--- src/rtl/ram2149_arbiter.sv ---
// Front end for a single 1Kx4 2149-style SRAM. It fills the array after reset,
// then arbitrates between a CPU read/write port and a read-only video port.
//
// state  | meaning
// CLEAR  | post-reset fill, one word written per cycle
// IDLE   | pick one eligible requester and drive the RAM strobes
// ACCESS | RAM cycle in flight; capture read data and pulse the completion strobe
module ram2149_arbiter #(
  parameter int                ADDR_W         = 10,
  parameter int                DATA_W         = 4,
  parameter bit                CLEAR_ON_RESET = 1'b1,
  parameter logic [DATA_W-1:0] CLEAR_VAL      = '0
) (
  input  logic              clk,
  input  logic              reset,
  input  logic              cpu_req,
  input  logic              cpu_we,
  input  logic [ADDR_W-1:0] cpu_addr,
  input  logic [DATA_W-1:0] cpu_wdata,
  output logic              cpu_ack,
  output logic [DATA_W-1:0] cpu_rdata,
  input  logic              vid_req,
  input  logic [ADDR_W-1:0] vid_addr,
  output logic              vid_valid,
  output logic [DATA_W-1:0] vid_rdata,
  output logic              busy,
  output logic [ADDR_W-1:0] ram_A,
  output logic [DATA_W-1:0] ram_Din,
  input  logic [DATA_W-1:0] ram_Dout,
  output logic              ram_CS_b,
  output logic              ram_WE_b
);

  typedef enum logic [1:0] {
    ST_CLEAR  = 2'd0,
    ST_IDLE   = 2'd1,
    ST_ACCESS = 2'd2
  } state_t;

  localparam state_t RESET_STATE = CLEAR_ON_RESET ? ST_CLEAR : ST_IDLE;

  state_t              state_q, state_d;
  logic [ADDR_W-1:0]   ram_a_q, ram_a_d;
  logic [DATA_W-1:0]   ram_din_q, ram_din_d;
  logic                ram_cs_b_q, ram_cs_b_d;
  logic                ram_we_b_q, ram_we_b_d;
  logic                cpu_ack_q, cpu_ack_d;
  logic                vid_valid_q, vid_valid_d;
  logic [DATA_W-1:0]   cpu_rdata_q, cpu_rdata_d;
  logic [DATA_W-1:0]   vid_rdata_q, vid_rdata_d;
  logic                busy_q, busy_d;
  logic                grant_vid_q, grant_vid_d;
  logic                last_vid_q, last_vid_d;

  logic cpu_elig;
  logic vid_elig;
  logic pick_cpu;
  logic pick_vid;
  logic fill_started;
  logic fill_last;

  // A port whose completion strobe is high this cycle is still releasing its
  // request, so it must not be granted again on the closing edge.
  assign cpu_elig = cpu_req & ~cpu_ack_q;
  assign vid_elig = vid_req & ~vid_valid_q;
  // Video normally wins; CPU wins right after a video grant so it cannot starve.
  assign pick_cpu = cpu_elig & (~vid_elig | last_vid_q);
  assign pick_vid = vid_elig & ~pick_cpu;

  // The fill drives its strobes low on the first cycle, so a deasserted chip
  // select inside CLEAR means the first word has not been set up yet.
  assign fill_started = ~ram_cs_b_q;
  assign fill_last    = fill_started & (ram_a_q == {ADDR_W{1'b1}});

  always_ff @(posedge clk) begin
    if (reset) begin
      state_q     <= RESET_STATE;
      ram_a_q     <= '0;
      ram_din_q   <= '0;
      ram_cs_b_q  <= 1'b1;
      ram_we_b_q  <= 1'b1;
      cpu_ack_q   <= 1'b0;
      vid_valid_q <= 1'b0;
      cpu_rdata_q <= '0;
      vid_rdata_q <= '0;
      busy_q      <= CLEAR_ON_RESET;
      grant_vid_q <= 1'b0;
      last_vid_q  <= 1'b0;
    end else begin
      state_q     <= state_d;
      ram_a_q     <= ram_a_d;
      ram_din_q   <= ram_din_d;
      ram_cs_b_q  <= ram_cs_b_d;
      ram_we_b_q  <= ram_we_b_d;
      cpu_ack_q   <= cpu_ack_d;
      vid_valid_q <= vid_valid_d;
      cpu_rdata_q <= cpu_rdata_d;
      vid_rdata_q <= vid_rdata_d;
      busy_q      <= busy_d;
      grant_vid_q <= grant_vid_d;
      last_vid_q  <= last_vid_d;
    end
  end

  always_comb begin
    state_d = state_q;
    case (state_q)
      ST_CLEAR: begin
        if (fill_last) state_d = ST_IDLE;
      end
      ST_IDLE: begin
        if (pick_cpu | pick_vid) state_d = ST_ACCESS;
      end
      ST_ACCESS: begin
        state_d = ST_IDLE;
      end
      default: begin
        state_d = ST_IDLE;
      end
    endcase
  end

  always_comb begin
    ram_a_d     = ram_a_q;
    ram_din_d   = ram_din_q;
    ram_cs_b_d  = 1'b1;
    ram_we_b_d  = 1'b1;
    cpu_ack_d   = 1'b0;
    vid_valid_d = 1'b0;
    cpu_rdata_d = cpu_rdata_q;
    vid_rdata_d = vid_rdata_q;
    busy_d      = busy_q;
    grant_vid_d = grant_vid_q;
    last_vid_d  = last_vid_q;

    case (state_q)
      ST_CLEAR: begin
        if (!fill_started) begin
          ram_a_d    = '0;
          ram_din_d  = CLEAR_VAL;
          ram_cs_b_d = 1'b0;
          ram_we_b_d = 1'b0;
        end else if (fill_last) begin
          busy_d = 1'b0;
        end else begin
          ram_a_d    = ram_a_q + 1'b1;
          ram_din_d  = CLEAR_VAL;
          ram_cs_b_d = 1'b0;
          ram_we_b_d = 1'b0;
        end
      end
      ST_IDLE: begin
        if (pick_cpu) begin
          ram_a_d     = cpu_addr;
          ram_din_d   = cpu_wdata;
          ram_cs_b_d  = 1'b0;
          ram_we_b_d  = ~cpu_we;
          grant_vid_d = 1'b0;
          last_vid_d  = 1'b0;
        end else if (pick_vid) begin
          ram_a_d     = vid_addr;
          ram_din_d   = cpu_wdata;
          ram_cs_b_d  = 1'b0;
          ram_we_b_d  = 1'b1;
          grant_vid_d = 1'b1;
          last_vid_d  = 1'b1;
        end
      end
      ST_ACCESS: begin
        // For a CPU write this captures the pre-write contents; users ignore it.
        if (grant_vid_q) begin
          vid_rdata_d = ram_Dout;
          vid_valid_d = 1'b1;
        end else begin
          cpu_rdata_d = ram_Dout;
          cpu_ack_d   = 1'b1;
        end
      end
      default: begin
        busy_d = 1'b0;
      end
    endcase
  end

  assign cpu_ack   = cpu_ack_q;
  assign cpu_rdata = cpu_rdata_q;
  assign vid_valid = vid_valid_q;
  assign vid_rdata = vid_rdata_q;
  assign busy      = busy_q;
  assign ram_A     = ram_a_q;
  assign ram_Din   = ram_din_q;
  assign ram_CS_b  = ram_cs_b_q;
  assign ram_WE_b  = ram_we_b_q;

endmodule

--- config.mk ---
export PLATFORM = sky130hd
export DESIGN_NAME = ram2149_arbiter
export DESIGN_NICKNAME = d
export VERILOG_FILES = /design/src/rtl/ram2149_arbiter.sv
export SDC_FILE = /design/constraint.sdc
export NUM_CORES = 1
export LEC_CHECK = 0
export ABC_AREA = 1
export ABC_CLOCK_PERIOD_IN_PS = 3300
export BUFFER_PORTS_ARGS = -buffer_cell sky130_fd_sc_hd__buf_4
export CAP_MARGIN = 20
export CORE_MARGIN = 4
export CORE_UTILIZATION = 33
export CTS_CLUSTER_DIAMETER = 150
export DETAILED_ROUTE_END_ITERATION = 16
export GPL_TIMING_DRIVEN = 0
export PLACE_DENSITY = 0.61
export SYNTH_ARGS = -nofsm -noshare
export SYNTH_HDL_FRONTEND = slang
export SYNTH_SLANG_ARGS = --single-unit
--- constraint.sdc ---
create_clock -name clk -period 3.3 [get_ports clk]
set_input_delay 0.33 -clock clk [delete_from_list [all_inputs] [get_ports clk]]
set_output_delay 0.33 -clock clk [all_outputs]
set_load 0.02 [all_outputs]
Word-level counts from Yosys, hierarchy flattened
Index checks and enable logic that the tools add are counted.

word-level totals
  bits in registers = 30
  input port bits = 33
  logic and storage cells = 74

cells by class
  add/sub/neg operators = 1
  equality and inequality tests = 8
  mux-type cells = 27
  bitwise logic cells = 16
  reductions and logical operators = 11

operators by type and width
  cell                                                                    count
  10-bit two-way mux                                                      4
  10-bit one-hot mux with 2 select lines                                  1
  4-bit two-way mux                                                       4
  1-bit two-way mux                                                       11
  10-bit by 1-bit adder with 10-bit output (second input constant)        1
  10-bit equality test (second input constant)                            1
  1-bit inverter                                                          9
  4-bit one-hot mux with 2 select lines                                   1
  2-bit AND reduction                                                     4
  2-bit inequality test (second input constant)                           3
  3-bit inequality test (second input constant)                           2
  1-bit one-hot mux with 2 select lines                                   3
  3-bit AND reduction                                                     2
  1-bit AND                                                               5
  2-bit two-way mux                                                       2
  2-bit one-hot mux with 2 select lines                                   1
  2-bit nonzero test                                                      2
  2-bit OR reduction                                                      2
  2-bit by 1-bit equality test with 1-bit output (second input constant)  1
  2-bit equality test (second input constant)                             1
  2-bit zero test                                                         1
  1-bit OR                                                                2

Longest topological paths before layout
  depth after elaboration = 10
  gate-level depth with buffers = 11

Worst setup path before layout
No wires, ideal clock.

  kind = register -> register
  start point = reg ram_a_q[1], in the netlist ram_A[1]
  end point = reg ram_a_q[2], in the netlist ram_A[2]
  arrival time = 1484 ps
  path slack = 1702 ps
  cell stages (with the launch flop) = 10
  path through = dfxtp_1 ha_1 nand2_2 nor2_4 nand4_2 nor2_2 nor2_2 buf_4 nor2_1 nor2_1

on the way
  cells in the longest elaborated chain, start to end = 4
  elaborated cells between the ends (all ways) = 8

ends and longest elaborated chain
  element                                                                           line     RTL
  start, declared                                                                   43       logic [ADDR_W-1:0] ram_a_q, ram_a_d;
  start signal, assigned                                                            91       ram_a_q <= ram_a_d;
  10-bit by 1-bit adder with 10-bit output or 10-bit equality test (tied branches)  146, 73
  10-bit two-way mux or 1-bit AND (tied branches)                                   143, 73
  10-bit two-way mux or 3-bit inequality test (tied branches)                       n/a
  10-bit one-hot mux with 2 select lines or 3-bit AND reduction (tied branches)     n/a

Parallel ways exist; a longest one is shown, timed or not. The select of a mux whose other input is x is not followed.
A chain may end at the register's enable or synchronous reset.

Final worst setup path
  start point = reg ram_a_q[1], in the netlist ram_A[1]
  end point = reg ram_a_q[9], in the netlist ram_A[9]

The elaborated chain is that of the path after synthesis.

==> impl_metrics.py <==
metrics = {
    "clocking": {
        "htreeDepth": 2,
        "cts_root_buf": "clkbuf_8",
        "ctsLongestPathBuffers": 2,
        "ctsHoldBuffers": 0,
        "cts_setup_buffers": 0,
        "ctsResizeCount": 0,
        "cts.clk_slew.worst_paths_ns": 0.07,
        "cts_sinks": 30,
        "cts_tree": "yes",
        "cts_buffers": 5,
        "clk_latency_ns": 0.28,
    },
    "synth": {
        "yosys_warnings": 0,
        "synthMuxAreaShare_pct": 0,
        "synth_nets": 310,
        "synth_fa_ha_area_share_pct": 2.98,
        "post_synth.cell_area_avg_um2": 6.15,
        "synth-xor-area-share_pct": 0,
        "syn_area_um2": 1680,
        "synth_compound_area_share_pct": 5.15,
        "synth-simple-area-share_pct": 46.3,
        "synth_top_family_by_area": "simple AND/OR/NAND/NOR gates",
        "yosysSeqAreaShare_pct": 35.8,
        "ys_seq_elements": 30,
        "syn-instance-count": 273,
        "synth_cell_types": 24,
    },
    "place": {
        "io_buffers": 59,
        "place.gp.congestion": 0.811,
        "place_hpwl_mm": 3.52,
        "dpl.cell_count": 399,
    },
    "drt": {
        "viasPerCell": 4.29,
        "num_vias": 1744,
        "routed_wl_mm": 4.49,
        "dr.pass1.iters": 4,
        "ant_nets": 0,
        "drtIter0Drc": 83,
        "drt_drc_violations_left": 0,
        "wl_per_cell_um": 11.0,
    },
    "die": {
        "rows": 25,
        "core_um2": 4820,
        "fp.dieH_um": 79.3,
        "dieArea_um2": 6290,
        "die-width_um": 79.3,
        "ioPinCount": 60,
        "start_util_pct": 34.8,
    },
    "sta": {
        "finalHoldViolations": 0,
        "relSlewSlack_pct": 71.3,
        "layout_min_cycle_time_ns": 1.65,
        "fmax_ghz": 0.606,
        "worst_pin_slew_ns": 0.431,
        "setup_viol": 0,
        "fin_skew_ns": 0.00350,
        "finalCritPeriodShare_pct": 50.0,
        "fin_setup_tns_ns": 0,
        "slew_violations": 0,
        "rsz0062_at_grt": "no",
    },
    "grt": {
        "overflow": 0,
        "grt_pass1_vias": 1635,
        "grt_max_degree": 11,
        "grt_pass1_wl_mm": 7.33,
        "antenna_found_initial": 0,
        "grt.total_usage_pct": 14.7,
    },
    "critical_path": {
        "startpoint_type": "flop",
        "cp.arrival_ns": 1.83,
        "crit_path_end_kind": "flop",
        "worst-setup-path-type": "flop to flop",
        "crit_fanout": 8,
        "cp.required_ns": 3.48,
    },
    "power_and_ir_drop": {
        "p_seq_share_pct": 30.4,
        "clockPowerShare_pct": 16.0,
        "intPower_w": 0.00107,
        "power_w": 0.00196,
        "ir_drop_mv": 0.348,
        "power.leakage_nw": 1.24,
        "combPwrFrac_pct": 53.6,
        "netSwitchingPower_w": 0.000894,
        "p_per_area_nw_per_um2": 853,
        "switching_share_pct": 45.6,
    },
    "hold_path": {
        "hp-class": "primary input to flop",
    },
    "finish": {
        "nets": 376,
        "mostFrequentLayoutCells": "nand2_1, nor2_1, buf_4",
        "area_growth_pct": 37.1,
        "stdcell_count": 407,
        "antenna-diode-count": 0,
        "drive_above_1_share_pct": 24.7,
    },
    "status": {
        "status": "completed",
    },
    "job": {
        "cap_violations": 0,
    },
}
==> kinds of logic after synthesis <==
group / count (synthesis)
simple gates: 183
buf+inv: 40
flops: 30
fa+ha+maj: 4
compound gates: 16
==> worst paths after layout <==
path	end	start	depth (start not counted)	slack (ns)
max reg2reg	ram_A[9]	ram_A[1]	10	1.65
max	ram_A[9]	ram_A[1]	10	1.65
min	cpu_ack	reset	2	0.24
min reg2reg	busy	busy	2	0.46
==> Yosys cell counts, drive strengths merged <==
cell type  instances  area share (%)
and3               1            0.37
a21oi              3            0.89
dfxtp             30              36
inv               33             7.4
clkbuf             2            0.45
nand4              4             1.9
clkinv             1            0.22
o21ai             11             3.3
nand2             76              17
o21bai             1            0.45
ha                 4             3.0
nand3             23             7.5
buf                4             1.7
o2111ai            1            0.52
nor2              78              19
or2                1            0.37
==> final cells by class <==
| cell class | instances | area [um^2] |
|---|---|---|
| Timing Repair Buffer | 59 | 443 |
| Clock inverter | 2 | 12.5 |
| Tap cell | 67 | 83.8 |
| Fill cell | 528 | 2520 |
| Buffer | 6 | 36.3 |
| Inverter | 34 | 128 |
| Multi-Input combinational cell | 203 | 913 |
| Clock buffer | 6 | 82.6 |
| Sequential cell | 30 | 601 |
==> flip-flops by register name (all words and copies together), names as in the netlist, 2 cells and up <==
| name | flops |
|---|---|
| ram_A | 10 |
| cpu_rdata | 4 |
| ram_Din | 4 |
| vid_rdata | 4 |
| state_q | 2 |
==> power groups by stage <==
stage	Sequential (W)	Combinational, W	Clock (W)
floorplan	0.000719	0.000590	0
global placement	0.000604	0.00105	0
detailed placement	0.000605	0.00106	0
CTS	0.000599	0.00106	0.000326
global route	0.000618	0.00118	0.000339
finish	0.000596	0.00105	0.000315
==> metal layers <==
metal  track usage, %  share of wire [%]  vias to the layer above
li1                 -                  -                      966
met1             18.9                 48                      739
met2             23.9                 46                       34
met3             3.17                3.9                        5
met4             5.67                1.6                        0
met5                0                  0                        -
==> worst max-delay path, cell delays in order (launching register included) <==
cell and delay, ns:
dfxtp_1 0.41, ha_1 0.22, nand2_2 0.10, nor2_4 0.18
nand3_1 0.12, clkinv_1 0.07, nand3_1 0.10, nand2_2 0.18
nand2_1 0.07, nand2_1 0.06, nor2_1 0.04
==> stage by stage <==
stage	worst slack, ns	hold WS [ns]	area, um^2	util (%)
floorplan	1.70	0.399	1680	-
global placement	1.68	0.457	2200	45.8
detailed placement	1.67	0.453	2200	45.8
CTS	1.65	0.232	2300	47.7
global route	1.44	0.245	2300	47.7
finish	1.65	0.244	2300	47.7
Power figures use the tool's default switching activity.
